File: src/rtl/kf_weight_port_arbiter_if.sv
// Request, handshake and RAM-side signals of the synapse weight port arbiter.
// The slave modport is the arbiter; the master modport is the requesters plus the weight RAM.
interface kf_weight_port_arbiter_if #(
    parameter int ADDR_W  = 12,
    parameter int W_WIDTH = 8
);
    logic               core_rd_req;
    logic               core_rd_ready;
    logic [ADDR_W-1:0]  core_rd_addr;
    logic               core_rd_valid;
    logic [W_WIDTH-1:0] core_rd_data;
    logic               cfg_valid;
    logic               cfg_ready;
    logic [ADDR_W-1:0]  cfg_addr;
    logic [W_WIDTH-1:0] cfg_wdata;
    logic               dream_valid;
    logic               dream_ready;
    logic [ADDR_W-1:0]  dream_addr;
    logic [W_WIDTH-1:0] dream_delta;
    logic               mem_en;
    logic               mem_we;
    logic [ADDR_W-1:0]  mem_addr;
    logic [W_WIDTH-1:0] mem_wdata;
    logic [W_WIDTH-1:0] mem_rdata;

    modport slave (
        input  core_rd_req, core_rd_addr, cfg_valid, cfg_addr, cfg_wdata,
               dream_valid, dream_addr, dream_delta, mem_rdata,
        output core_rd_ready, core_rd_valid, core_rd_data, cfg_ready, dream_ready,
               mem_en, mem_we, mem_addr, mem_wdata
    );

    modport master (
        output core_rd_req, core_rd_addr, cfg_valid, cfg_addr, cfg_wdata,
               dream_valid, dream_addr, dream_delta, mem_rdata,
        input  core_rd_ready, core_rd_valid, core_rd_data, cfg_ready, dream_ready,
               mem_en, mem_we, mem_addr, mem_wdata
    );
endinterface

File: src/rtl/kf_weight_port_arbiter.sv
// Shares the single-port synapse weight RAM between core reads, host writes and
// saturating dream-engine read-modify-write updates, with starvation protection for dream.
//
//   state  | meaning
//   IDLE   | no RMW in flight; dream request may be accepted
//   RD     | waiting for a RAM slot to read the dream target
//   WAIT   | read data returning; compute clamped sum
//   WR     | waiting for a RAM slot to write the clamped result
module kf_weight_port_arbiter #(
    parameter int ADDR_W     = 12,
    parameter int W_WIDTH    = 8,
    parameter int STARVE_MAX = 15
) (
    input  logic                      clk,
    input  logic                      rst,
    kf_weight_port_arbiter_if.slave   bus,
    output logic                      rmw_busy,
    output logic [31:0]               upd_count,
    output logic [15:0]               sat_count
);
    typedef enum logic [1:0] {S_IDLE, S_RD, S_WAIT, S_WR} state_t;

    localparam logic [7:0] STARVE_LIM = STARVE_MAX[7:0];

    state_t             state, state_nxt;
    logic [7:0]         starve_cnt;
    logic [ADDR_W-1:0]  d_addr;
    logic [W_WIDTH-1:0] d_delta;
    logic [W_WIDTH-1:0] d_result;
    logic               d_sat;
    logic               rd_core_q;
    logic               dream_pend;
    logic               forced;
    logic               core_gnt;
    logic               cfg_gnt;
    logic               dream_gnt;
    logic [W_WIDTH:0]   sum;
    logic               sum_ovf;
    logic [W_WIDTH-1:0] sum_clamped;

    // Sign-extended add; overflow shows as disagreement between the two top bits.
    assign sum         = {bus.mem_rdata[W_WIDTH-1], bus.mem_rdata} + {d_delta[W_WIDTH-1], d_delta};
    assign sum_ovf     = sum[W_WIDTH] ^ sum[W_WIDTH-1];
    assign sum_clamped = !sum_ovf      ? sum[W_WIDTH-1:0] :
                         sum[W_WIDTH]  ? {1'b1, {(W_WIDTH-1){1'b0}}} :
                                         {1'b0, {(W_WIDTH-1){1'b1}}};

    assign dream_pend = (state == S_IDLE && bus.dream_valid) || state == S_RD || state == S_WR;
    assign forced     = dream_pend && (starve_cnt >= STARVE_LIM);

    always_comb begin
        state_nxt       = state;
        core_gnt        = 1'b0;
        cfg_gnt         = 1'b0;
        dream_gnt       = 1'b0;
        bus.dream_ready = 1'b0;
        bus.mem_en      = 1'b0;
        bus.mem_we      = 1'b0;
        bus.mem_addr    = '0;
        bus.mem_wdata   = '0;
        if (!rst) begin
            core_gnt = bus.core_rd_req && !forced;
            cfg_gnt  = bus.cfg_valid && state == S_IDLE && !bus.core_rd_req && !forced;
            case (state)
                S_IDLE: begin
                    bus.dream_ready = forced || (!bus.cfg_valid && !bus.core_rd_req);
                    if (bus.dream_valid && bus.dream_ready) begin
                        dream_gnt = 1'b1;
                        state_nxt = S_RD;
                    end
                end
                S_RD: if (forced || !bus.core_rd_req) begin
                    dream_gnt = 1'b1;
                    state_nxt = S_WAIT;
                end
                S_WAIT: state_nxt = S_WR;
                S_WR: if (forced || !bus.core_rd_req) begin
                    dream_gnt = 1'b1;
                    state_nxt = S_IDLE;
                end
                default: state_nxt = S_IDLE;
            endcase
            if (core_gnt) begin
                bus.mem_en   = 1'b1;
                bus.mem_addr = bus.core_rd_addr;
            end else if (cfg_gnt) begin
                bus.mem_en    = 1'b1;
                bus.mem_we    = 1'b1;
                bus.mem_addr  = bus.cfg_addr;
                bus.mem_wdata = bus.cfg_wdata;
            end else if (dream_gnt && state == S_RD) begin
                bus.mem_en   = 1'b1;
                bus.mem_addr = d_addr;
            end else if (dream_gnt && state == S_WR) begin
                bus.mem_en    = 1'b1;
                bus.mem_we    = 1'b1;
                bus.mem_addr  = d_addr;
                bus.mem_wdata = d_result;
            end
        end
    end

    assign bus.core_rd_ready = core_gnt;
    assign bus.cfg_ready     = cfg_gnt;
    // Owner tag: only core reads are flagged; a dream read always lands in WAIT.
    assign bus.core_rd_valid = rd_core_q && !rst;
    assign bus.core_rd_data  = bus.core_rd_valid ? bus.mem_rdata : '0;
    assign rmw_busy          = !rst && state != S_IDLE;

    always_ff @(posedge clk) begin
        if (rst) begin
            state      <= S_IDLE;
            starve_cnt <= '0;
            d_addr     <= '0;
            d_delta    <= '0;
            d_result   <= '0;
            d_sat      <= 1'b0;
            rd_core_q  <= 1'b0;
            upd_count  <= '0;
            sat_count  <= '0;
        end else begin
            state     <= state_nxt;
            rd_core_q <= core_gnt;
            if (dream_gnt)
                starve_cnt <= '0;
            else if (dream_pend && starve_cnt < STARVE_LIM)
                starve_cnt <= starve_cnt + 8'd1;
            if (state == S_IDLE && dream_gnt) begin
                d_addr  <= bus.dream_addr;
                d_delta <= bus.dream_delta;
            end
            if (state == S_WAIT) begin
                d_result <= sum_clamped;
                d_sat    <= sum_ovf;
            end
            if (state == S_WR && dream_gnt) begin
                upd_count <= upd_count + 32'd1;
                if (d_sat && sat_count != 16'hFFFF)
                    sat_count <= sat_count + 16'd1;
            end
        end
    end
endmodule

File: src/flat_wrapper.sv
// flat-port wrapper written by rule: the top's interface ports become plain ports
module kf_weight_port_arbiter_flat 
#(
    parameter int ADDR_W     = 12,
    parameter int W_WIDTH    = 8,
    parameter int STARVE_MAX = 15
)
  (clk, rst, rmw_busy, upd_count, sat_count, bus_core_rd_req, bus_core_rd_addr, bus_cfg_valid, bus_cfg_addr, bus_cfg_wdata, bus_dream_valid, bus_dream_addr, bus_dream_delta, bus_mem_rdata, bus_core_rd_ready, bus_core_rd_valid, bus_core_rd_data, bus_cfg_ready, bus_dream_ready, bus_mem_en, bus_mem_we, bus_mem_addr, bus_mem_wdata);
  kf_weight_port_arbiter_if #(.ADDR_W(ADDR_W), .W_WIDTH(W_WIDTH)) bus_i ();
  input  logic clk;
  input  logic rst;
  output logic rmw_busy;
  output logic [31:0] upd_count;
  output logic [15:0] sat_count;
  input wire logic [$bits(bus_i.core_rd_req)-1:0] bus_core_rd_req;
  input wire logic [$bits(bus_i.core_rd_addr)-1:0] bus_core_rd_addr;
  input wire logic [$bits(bus_i.cfg_valid)-1:0] bus_cfg_valid;
  input wire logic [$bits(bus_i.cfg_addr)-1:0] bus_cfg_addr;
  input wire logic [$bits(bus_i.cfg_wdata)-1:0] bus_cfg_wdata;
  input wire logic [$bits(bus_i.dream_valid)-1:0] bus_dream_valid;
  input wire logic [$bits(bus_i.dream_addr)-1:0] bus_dream_addr;
  input wire logic [$bits(bus_i.dream_delta)-1:0] bus_dream_delta;
  input wire logic [$bits(bus_i.mem_rdata)-1:0] bus_mem_rdata;
  output wire logic [$bits(bus_i.core_rd_ready)-1:0] bus_core_rd_ready;
  output wire logic [$bits(bus_i.core_rd_valid)-1:0] bus_core_rd_valid;
  output wire logic [$bits(bus_i.core_rd_data)-1:0] bus_core_rd_data;
  output wire logic [$bits(bus_i.cfg_ready)-1:0] bus_cfg_ready;
  output wire logic [$bits(bus_i.dream_ready)-1:0] bus_dream_ready;
  output wire logic [$bits(bus_i.mem_en)-1:0] bus_mem_en;
  output wire logic [$bits(bus_i.mem_we)-1:0] bus_mem_we;
  output wire logic [$bits(bus_i.mem_addr)-1:0] bus_mem_addr;
  output wire logic [$bits(bus_i.mem_wdata)-1:0] bus_mem_wdata;
  assign bus_i.core_rd_req = bus_core_rd_req;
  assign bus_i.core_rd_addr = bus_core_rd_addr;
  assign bus_i.cfg_valid = bus_cfg_valid;
  assign bus_i.cfg_addr = bus_cfg_addr;
  assign bus_i.cfg_wdata = bus_cfg_wdata;
  assign bus_i.dream_valid = bus_dream_valid;
  assign bus_i.dream_addr = bus_dream_addr;
  assign bus_i.dream_delta = bus_dream_delta;
  assign bus_i.mem_rdata = bus_mem_rdata;
  assign bus_core_rd_ready = bus_i.core_rd_ready;
  assign bus_core_rd_valid = bus_i.core_rd_valid;
  assign bus_core_rd_data = bus_i.core_rd_data;
  assign bus_cfg_ready = bus_i.cfg_ready;
  assign bus_dream_ready = bus_i.dream_ready;
  assign bus_mem_en = bus_i.mem_en;
  assign bus_mem_we = bus_i.mem_we;
  assign bus_mem_addr = bus_i.mem_addr;
  assign bus_mem_wdata = bus_i.mem_wdata;
  kf_weight_port_arbiter #(.ADDR_W(ADDR_W), .W_WIDTH(W_WIDTH), .STARVE_MAX(STARVE_MAX)) u_core (.clk(clk), .rst(rst), .bus(bus_i), .rmw_busy(rmw_busy), .upd_count(upd_count), .sat_count(sat_count));
endmodule
File: config.mk
export PLATFORM = sky130hd
export DESIGN_NAME = kf_weight_port_arbiter_flat
export DESIGN_NICKNAME = d
export VERILOG_FILES = /design/src/rtl/kf_weight_port_arbiter_if.sv /design/src/rtl/kf_weight_port_arbiter.sv /design/src/flat_wrapper.sv
export SDC_FILE = /design/constraint.sdc
export NUM_CORES = 1
export LEC_CHECK = 0
export ABC_AREA = 1
export CORE_UTILIZATION = 45
export DETAILED_ROUTE_END_ITERATION = 7
export DONT_BUFFER_PORTS = 1
export PLACE_DENSITY_LB_ADDON = 0.05
export SLEW_MARGIN = 20
export SYNTH_ARGS = -nofsm -noshare
export SYNTH_HDL_FRONTEND = slang
export SYNTH_SLANG_ARGS = --single-unit
File: constraint.sdc
create_clock -name clk -period 4 [get_ports clk]
set_clock_uncertainty 0.05 [all_clocks]
set_input_delay 1.2 -clock clk [delete_from_list [all_inputs] [get_ports clk]]
set_output_delay 1.2 -clock clk [all_outputs]
set_load 0.1 [all_outputs]
Word-level counts from Yosys, hierarchy flattened --
Index checks and enable logic that the tools add are counted.
Storage, ports and cells: bits in registers 88, input bits 65
Cells by class: $add $sub $neg 4, $lt $le $gt $ge 2, equal/unequal tests 7, mux-type cells 35, bitwise logic cells 1, reduce and logical (&&, ||, !) cells 30
Operators by type and width (number):
- $mux 8 | 8
- $mux 12 | 5
- $add 32x1->32 const B | 1
- $mux 1 | 17
- $add 16x1->16 const B | 1
- $logic_and 1x1->1 | 16
- $ne 16x16->1 const B | 1
- $add 8x8->9 | 1
- $add 8x1->8 const B | 1
- $ge 8x4->1 const B | 1
- $lt 8x4->1 const B | 1
- $pmux 2 s4 | 1
- $mux 2 | 3
- $eq 2x2->1 const B | 2
- $logic_not 1->1 | 4
- $logic_or 1x1->1 | 4
- $ne 2x1->1 const B | 2
- $reduce_or 2->1 | 2
- $reduce_and 3->1 | 1
- $eq 2x1->1 const B | 1
- $logic_not 2->1 | 1
- $ne 2x2->1 const B | 1
- $pmux 1 s2 | 1
- $reduce_and 2->1 | 1
- other kinds (2) | 2

Depth between registers and ports, before layout --
Gate-level depths: netlist of run 1.
depth after elaboration 16, gate-level depth with buffers 14, depth with buffers taken out 14

Least setup slack after synthesis of run 1 --
OpenSTA, ideal clock, no wires.
path type input to output, start input port bus_core_rd_req, end output port bus_mem_addr[10], arrival 3663 ps, required time 2750 ps, slack -913 ps, stages on the path 9, buffers on the path 1, path through or2_2 > nand2_2 > nand3_2 > nand2_2 > nand2_1 > nor2_2 > buf_4 > nand3_1 > a21oi_1
Between the ends: cells in the longest elaborated chain, start to end 13, elaborated cells between the ends (all ways) 19, those cells by class mux: 9; reduce/logical: 10
RTL lines:
- start: declaration | line flat_wrapper.sv:15 | input wire logic [$bits(bus_i.core_rd_req)-1:0] bus_core_rd_req;
- $logic_not 1->1
- $logic_and 1x1->1 | line kf_weight_port_arbiter.sv:66 | bus.dream_ready = forced || (!bus.cfg_valid && !bus.core_rd_req);
- $logic_or 1x1->1 | line kf_weight_port_arbiter.sv:66
- $logic_and 1x1->1 | line kf_weight_port_arbiter.sv:67 | if (bus.dream_valid && bus.dream_ready) begin
- $mux 1 | line kf_weight_port_arbiter.sv:67
- $pmux 1 s2 | line kf_weight_port_arbiter.sv:64 | case (state)
- $mux 1 | line kf_weight_port_arbiter.sv:61 | if (!rst) begin
- $logic_and 1x1->1 | line kf_weight_port_arbiter.sv:94 | end else if (dream_gnt && state == S_WR) begin
- $mux 12 | line kf_weight_port_arbiter.sv:94
- $mux 12 | line kf_weight_port_arbiter.sv:91 | end else if (dream_gnt && state == S_RD) begin
- $mux 12 | line kf_weight_port_arbiter.sv:86 | end else if (cfg_gnt) begin
- $mux 12 (*) | line kf_weight_port_arbiter.sv:83 | if (core_gnt) begin
- $mux 12 (*) | line kf_weight_port_arbiter.sv:61
- end: declaration | line flat_wrapper.sv:31 | output wire logic [$bits(bus_i.mem_addr)-1:0] bus_mem_addr;
Every way passes the cells marked *; elsewhere a longest branch is shown, timed or not. The select of a mux whose other input is x is not followed.

Worst setup path after layout of run 1 --
start input port bus_dream_valid, end output port bus_mem_addr[6]
Between the ends: cells in the longest elaborated chain, start to end 15, elaborated cells between the ends (all ways) 21, those cells by class mux: 9; reduce/logical: 12
RTL lines:
- start: declaration | line flat_wrapper.sv:20 | input wire logic [$bits(bus_i.dream_valid)-1:0] bus_dream_valid;
- $logic_and 1x1->1 | line kf_weight_port_arbiter.sv:48 | assign dream_pend = (state == S_IDLE && bus.dream_valid) || state == S_RD || state == S_WR;
- $logic_or 1x1->1 (2 in a row) | line kf_weight_port_arbiter.sv:48
- $logic_and 1x1->1 | line kf_weight_port_arbiter.sv:49 | assign forced = dream_pend && (starve_cnt >= STARVE_LIM);
- $logic_or 1x1->1 | line kf_weight_port_arbiter.sv:66
- $logic_and 1x1->1 | line kf_weight_port_arbiter.sv:67
- $mux 1 | line kf_weight_port_arbiter.sv:67
- $pmux 1 s2 | line kf_weight_port_arbiter.sv:64
- $mux 1 | line kf_weight_port_arbiter.sv:61
- $logic_and 1x1->1 | line kf_weight_port_arbiter.sv:94
- $mux 12 | line kf_weight_port_arbiter.sv:94
- $mux 12 | line kf_weight_port_arbiter.sv:91
- $mux 12 | line kf_weight_port_arbiter.sv:86
- $mux 12 (*) | line kf_weight_port_arbiter.sv:83
- $mux 12 (*) | line kf_weight_port_arbiter.sv:61
Marked as above.

==> impl_metrics.json, run 1 <==
{
  "run_status": "finished, final reports clean",
  "fin_nets": 933,
  "core_area_sq_um": 11400,
  "post_route_cells_drive_above_1_share": 0.174,
  "power_leakage_nw": 2.72,
  "worst_setup_path_start_kind": "input pin",
  "clock_buffers_created_by_tritoncts": 9,
  "grt_pass1_wl_microns": 23700,
  "finalCoreUtilization": 0.608,
  "worst_ep_arrival_time_ps": 2620,
  "dp_worst_setup_slack_ps": 101,
  "net_count_after_synthesis": 875,
  "synth.ff_latch_count": 88,
  "min-delay-path-class": "reg2reg",
  "synthCells": 793,
  "synthesis.yosys.warnings": 0,
  "area_growth_pct": 31.1,
  "timing.rr.start": "u_core.sat_count[0]$_SDFFE_PP0P_",
  "die_w_microns": 110,
  "min_period_over_period": 0.968,
  "worstSkewPairLatency_ps": 340,
  "via_count": 5316,
  "final.hold.worst_slack_ps": 382,
  "clock_sink_count": 88,
  "hold_viol_final": 0,
  "dp_hpwl_microns": 10800,
  "critical_path_required_ps": 2750,
  "initial_standard_cell_utilization_of_the_core": 0.464,
  "worstReg2RegEnd": "u_core.sat_count[5]$_SDFFE_PP0P_",
  "grt_setup_unrepaired": "false",
  "hold_path_depth": 2,
  "worst_slack_ps": 127,
  "synth_area_per_cell_sq_um": 6.67,
  "highest_count_cells_in_the_layout_ignoring_fill_and_taps": "nand2_1 (151), dfxtp_1 (88), inv_1 (86), o21ai_0 (78), nor2_1 (69)",
  "drt-pass1-iter-count": 4,
  "cap_violations": 0,
  "multi_input_combinational_cell_area_sq_um": 3340,
  "clock_tree_from_tritoncts": "built",
  "largest_net_degree_at_the_start_of_global_routing": 51,
  "clockBufferDepth": 2,
  "antenna_left": 0,
  "worst_pin_slew_ps": 1160,
  "max-slew-margin-rel": 0.223,
  "chipHeight_microns": 110,
  "crit_path_end_kind": "output pin",
  "floorplan.io_pins": 148,
  "time_the_final_worst_path_needs_with_i_o_delays_and_setup_ps": 3870,
  "rr_worst_depth": 11,
  "cts_hold_buffers": 0,
  "grt_pass1_vias": 5129,
  "placement.io_buffers": 0,
  "power_per_cell_area_nw_per_um2": 427,
  "synth.largest_area_cell": "dfxtp_1",
  "placement_rows": 39,
  "final_max_slew_viols": 0,
  "area_of_the_die_sq_um": 12200,
  "drt_drc_violations_left": 0,
  "worst_hold_path.endpoint": "u_core.starve_cnt[5]$_SDFFE_PP0P_",
  "layout.area.seq_sq_um": 1760,
  "post_drt_via_cell_ratio": 5.33,
  "clk_pin_slew_worst_paths_ps": 60,
  "most_common_library_cell_in_the_layout_ignoring_fill_and_taps": "nand2_1",
  "setup-violations-final": 0,
  "max_clk_rate_ghz": 0.258,
  "post_synth_main_area_contributors": "dfxtp_1 (33%), nand2_1 (11%), o21ai_0 (7.4%)",
  "globalRouteTotalUtil": 0.234,
  "cts_max_level": 3,
  "setup_slack_reg_to_reg_ps": 1230,
  "grt_antenna_before_repair": 0,
  "synth_top_cell_area_share": 0.333,
  "synth_seq_area_share": 0.333,
  "grt_residual_overflow": 0,
  "vdd_drop_max_mv": 0.221,
  "postCtsSetupBuffers": 0,
  "gpl.final_weighted_congestion": 0.917,
  "synthDistinctLibCells": 42,
  "hold_start": "u_core.starve_cnt[5]$_SDFFE_PP0P_",
  "syn-cell-area_sq_um": 5290,
  "detail_route.wirelength_microns": 14200,
  "drt_first_iter_violations": 262,
  "filler_cell_count": 1064,
  "root_buffer": "clkbuf_16",
  "antenna_cells": 0,
  "path_class": "in2out",
  "post_drt_wl_per_cell_microns": 14.2,
  "critical_path_peak_fanout": 13
}
[through the flow]
step	total power, mW	setup TNS [ps]	std cells	instance area (sq um)
2_1_floorplan	1.80	-1780	793	5580
3_3_place_gp	2.04	0	983	6610
3_5_place_dp	2.06	0	983	6610
4_1_cts	2.99	0	998	6940
5_1_grt	3.11	0	998	6940
6_report	2.96	0	998	6940
[area by class of cell]
type	count	share of cell area
multi-input cells	584	0.481
flip-flops and latches	88	0.254
repair buffers	78	0.144
inverters	90	0.0492
clock buffers	12	0.0370
well taps	143	0.0258
clock inverters	3	0.00938
[registers in the layout, summed over array words and instances, names as in the netlist]
name	count
u_core.upd_count	32
u_core.sat_count	16
u_core.d_addr	12
u_core.d_delta	8
u_core.d_result	8
u_core.starve_cnt	8
u_core.state	2
u_core.d_sat	1
u_core.rd_core_q	1
[how the worst max path moves through the flow]
stage,slack (ps),startpoint,depth (start not counted),endpoint
3_3_place_gp,160,bus_core_rd_req,10,bus_mem_wdata[2]
3_5_place_dp,100,bus_dream_valid,9,bus_mem_addr[5]
6_report,130,bus_dream_valid,12,bus_mem_addr[6]
2_1_floorplan,-360,rst,4,bus_cfg_ready
5_1_grt,40,bus_dream_valid,12,bus_mem_wdata[2]
4_1_cts,40,u_core.state[1]$_SDFFE_PP0P_,11,bus_mem_addr[5]
[logic make-up after synthesis]
kind of cell	Yosys count	share of synthesized area
xor+xnor	41	0.0678
flops	88	0.333
simple gates	365	0.305
buf+inv	121	0.0927
mux	3	0.00567
compound gates	158	0.154
fa+ha+maj	17	0.0416
[power by group]
| group | internal (mW) | switching, mW | leakage [nW] |
|---|---|---|---|
| clock | 0.577 | 0.342 | 0.159 |
| combinational | 0.321 | 0.706 | 1.85 |
| sequential | 0.967 | 0.0502 | 0.712 |
| total | 1.86 | 1.10 | 2.72 |
[per-layer routing]
metal | up-vias | routed length [microns] | global-route usage
met3 | 20 | 938 | 0.0642
met2 | 168 | 7120 | 0.421
met4 | 0 | 275 | 0.0951
met5 | - | 0 | 0
met1 | 2434 | 5860 | 0.259
li1 | 2694 | - | -
[cell usage after synthesis]
library cell  number
nand3_4            1
o21ai_0           78
nand4_1           10
a21o_1             2
nand4_2            1
nor4_1             2
nor2_2             2
nand3_1           67
o211ai_1           1
nor3b_1            1
o21ai_1            3
buf_2              5
nor3_2             1
nor2_8             1
nand3_2            2
or2_2              2
a21oi_1           66
or2_1              1
and2_1             1
clkbuf_1          16
nand2_2            6
o21bai_1           2
inv_2              3
nor2_1            89
and3_1             1
a211oi_1           1
nor3_1            21
xnor2_1           10
xor2_1            31
a31oi_1            2
ha_1              16
nand2_1          154
inv_1             87
buf_6              3
mux2i_1            3
fa_1               1
buf_1              5
nand2_4            1
nand3b_1           1
dfxtp_1           88
o21a_1             3
buf_4              2
[critical path: stages]
cell and delay [ps]:
nand2_1 40, nand2_2 100, nand2_4 70, nand2_2 90, nand3_2 110, nand2_4 120, nand2_2 70, nor2_2 170
buf_12 150, nand3_1 120, a21oi_4 180, buf_12 190
[what timing repair did]
| action | CTS | global route |
|---|---|---|
| endpoints found under the hold margin | 0 | 0 |
| gates resized for setup | 0 | 1 |
| endpoints found under the setup margin | 0 | 12 |
Power figures use the tool's default switching activity.
==> run 2, diff against run 1 <==
--- a/config.mk
+++ b/config.mk
@@ -10,6 +10,7 @@
 export DETAILED_ROUTE_END_ITERATION = 7
 export DONT_BUFFER_PORTS = 1
 export PLACE_DENSITY_LB_ADDON = 0.05
+export REMOVE_ABC_BUFFERS = 1
 export SLEW_MARGIN = 20
 export SYNTH_ARGS = -nofsm -noshare
 export SYNTH_HDL_FRONTEND = slang
==> run 2 against run 1 <==
  * Hold slack lost 2.2 ps
  * Via count decreased by 1.2%
  * Fmax shrank 2.3%
  * Final area shrank 2.7%
  * Sequential share of layout area rose by 0.71 points
  * Largest cell class unchanged
==> impl_metrics.json, run 2 (synthesis results as in run 1) <==
{
  "grt_antenna_before_repair": 0,
  "detail_route.wirelength_microns": 14500,
  "crit_path_end_kind": "output pin",
  "via_count": 5252,
  "critical_path_peak_fanout": 6,
  "globalRouteTotalUtil": 0.236,
  "final_max_slew_viols": 0,
  "core_area_sq_um": 11400,
  "root_buffer": "clkbuf_16",
  "post_drt_via_cell_ratio": 5.25,
  "antenna_cells": 0,
  "highest_count_cells_in_the_layout_ignoring_fill_and_taps": "nand2_1 (151), dfxtp_1 (88), inv_1 (87), o21ai_0 (78), nor2_1 (69)",
  "largest_reg_flops": 32,
  "worst_pin_slew_ps": 1120,
  "power_per_cell_area_nw_per_um2": 416,
  "antenna_left": 0,
  "drt_drc_violations_left": 0,
  "clock_tree_from_tritoncts": "built",
  "placement.io_buffers": 0,
  "time_the_final_worst_path_needs_with_i_o_delays_and_setup_ps": 3960,
  "setup-violations-final": 0,
  "worst_ep_arrival_time_ps": 2710,
  "clk_pin_slew_worst_paths_ps": 60,
  "run_status": "finished, final reports clean",
  "dp_hpwl_microns": 10700,
  "power_leakage_nw": 2.69,
  "clockBufferDepth": 2,
  "cts_hold_buffers": 0,
  "clock_sink_count": 88,
  "cap_violations": 0,
  "chipHeight_microns": 110,
  "critical_path_required_ps": 2750,
  "placement_rows": 39,
  "post_route_cells_drive_above_1_share": 0.175,
  "floorplan.io_pins": 148,
  "grtUsageMet1": 0.283,
  "grt_setup_unrepaired": "true",
  "placedCellCount": 982,
  "worst_setup_path_start_kind": "input pin",
  "registers.top_by_ff_count": "u_core.upd_count",
  "largest_net_degree_at_the_start_of_global_routing": 51,
  "drt-pass1-iter-count": 4,
  "layout_top_registers": "u_core.upd_count x32, u_core.sat_count x16, u_core.d_addr x12",
  "vdd_drop_max_mv": 0.235,
  "hold_viol_final": 0,
  "filler_cell_count": 1083,
  "die_w_microns": 110,
  "drt_first_iter_violations": 269,
  "area_of_the_die_sq_um": 12200,
  "gpl.final_weighted_congestion": 0.889,
  "area_growth_pct": 27.5,
  "min-delay-path-class": "reg2reg",
  "met3_usage": 0.0664,
  "global_route.usage.met2": 0.402,
  "final.hold.worst_slack_ps": 380,
  "fin_nets": 934,
  "post_drt_wl_per_cell_microns": 14.5,
  "clock_buffers_created_by_tritoncts": 9,
  "path_class": "in2out",
  "max_clk_rate_ghz": 0.252,
  "cts_max_level": 3,
  "final_cell_count_no_fill": 1000,
  "most_common_library_cell_in_the_layout_ignoring_fill_and_taps": "nand2_1",
  "grt_residual_overflow": 0,
  "max-slew-margin-rel": 0.254,
  "grt_pass1_wl_microns": 23600,
  "grt_pass1_vias": 4989,
  "finalCoreUtilization": 0.591,
  "min_period_over_period": 0.991,
  "grt-busiest-layer": "met2",
  "initial_standard_cell_utilization_of_the_core": 0.464,
  "worstSkewPairLatency_ps": 340
}
-- run 2: metrics by stage --
step	setup WS (ps)	total power, mW	area (sq um)	TNS (ps)
2_1_floorplan	-1070	1.70	5140	-23800
4_1_cts	29.8	2.79	6670	0
3_5_place_dp	43.7	2.00	6400	0
3_3_place_gp	98.1	1.98	6400	0
6_report	35.0	2.81	6750	0
5_1_grt	-22.8	2.96	6750	-105
-- run 2: worst paths after layout --
| check | startpoint | endpoint | slack, ps | cells past startpoint |
|---|---|---|---|---|
| setup / recovery | bus_core_rd_req | bus_mem_addr[8] | 40 | 10 |
| hold / removal | u_core.starve_cnt[7]$_SDFFE_PP0P_ | u_core.starve_cnt[7]$_SDFFE_PP0P_ | 380 | 2 |
| setup reg to reg | u_core.state[1]$_SDFFE_PP0P_ | u_core.d_addr[8]$_SDFFE_PP0P_ | 1350 | 12 |
| hold reg to reg | u_core.starve_cnt[7]$_SDFFE_PP0P_ | u_core.starve_cnt[7]$_SDFFE_PP0P_ | 380 | 2 |
-- run 2: power breakdown --
group / switching (mW) / internal, mW / total, mW
registers: 0.0538 / 0.967 / 1.02
clock network: 0.352 / 0.437 / 0.789
logic: 0.684 / 0.316 / 1.00
total: 1.09 / 1.72 / 2.81
-- run 2: routing by layer --
layer,up-vias,part of all wire
li1,2699,-
met5,-,0
met4,0,0.016
met2,142,0.48
met1,2397,0.44
met3,14,0.065
-- run 2: layout make-up --
class,instances,area (sq um),area share
Multi-Input combinational cell,584,3180,0.471
Clock buffer,13,250,0.0371
Inverter,90,338,0.0501
Clock inverter,3,17.5,0.00260
Tap cell,143,179,0.0265
Sequential cell,88,1760,0.261
Timing Repair Buffer,79,1030,0.152
-- run 2: critical path: stages --
cell and delay (ps):
or2_2 290, nand2_2 100, nand3_2 90, nand2_4 130, nand2_4 70, nor2_4 200
clkbuf_16 180, nand3_1 80, a21oi_2 190, buf_12 190
-- run 2: what timing repair did --
action | in CTS | in global routing
buffers inserted | 0 | 1
setup endpoints to repair | 0 | 19
hold endpoints to repair | 0 | 0
gates resized for setup | 0 | 11
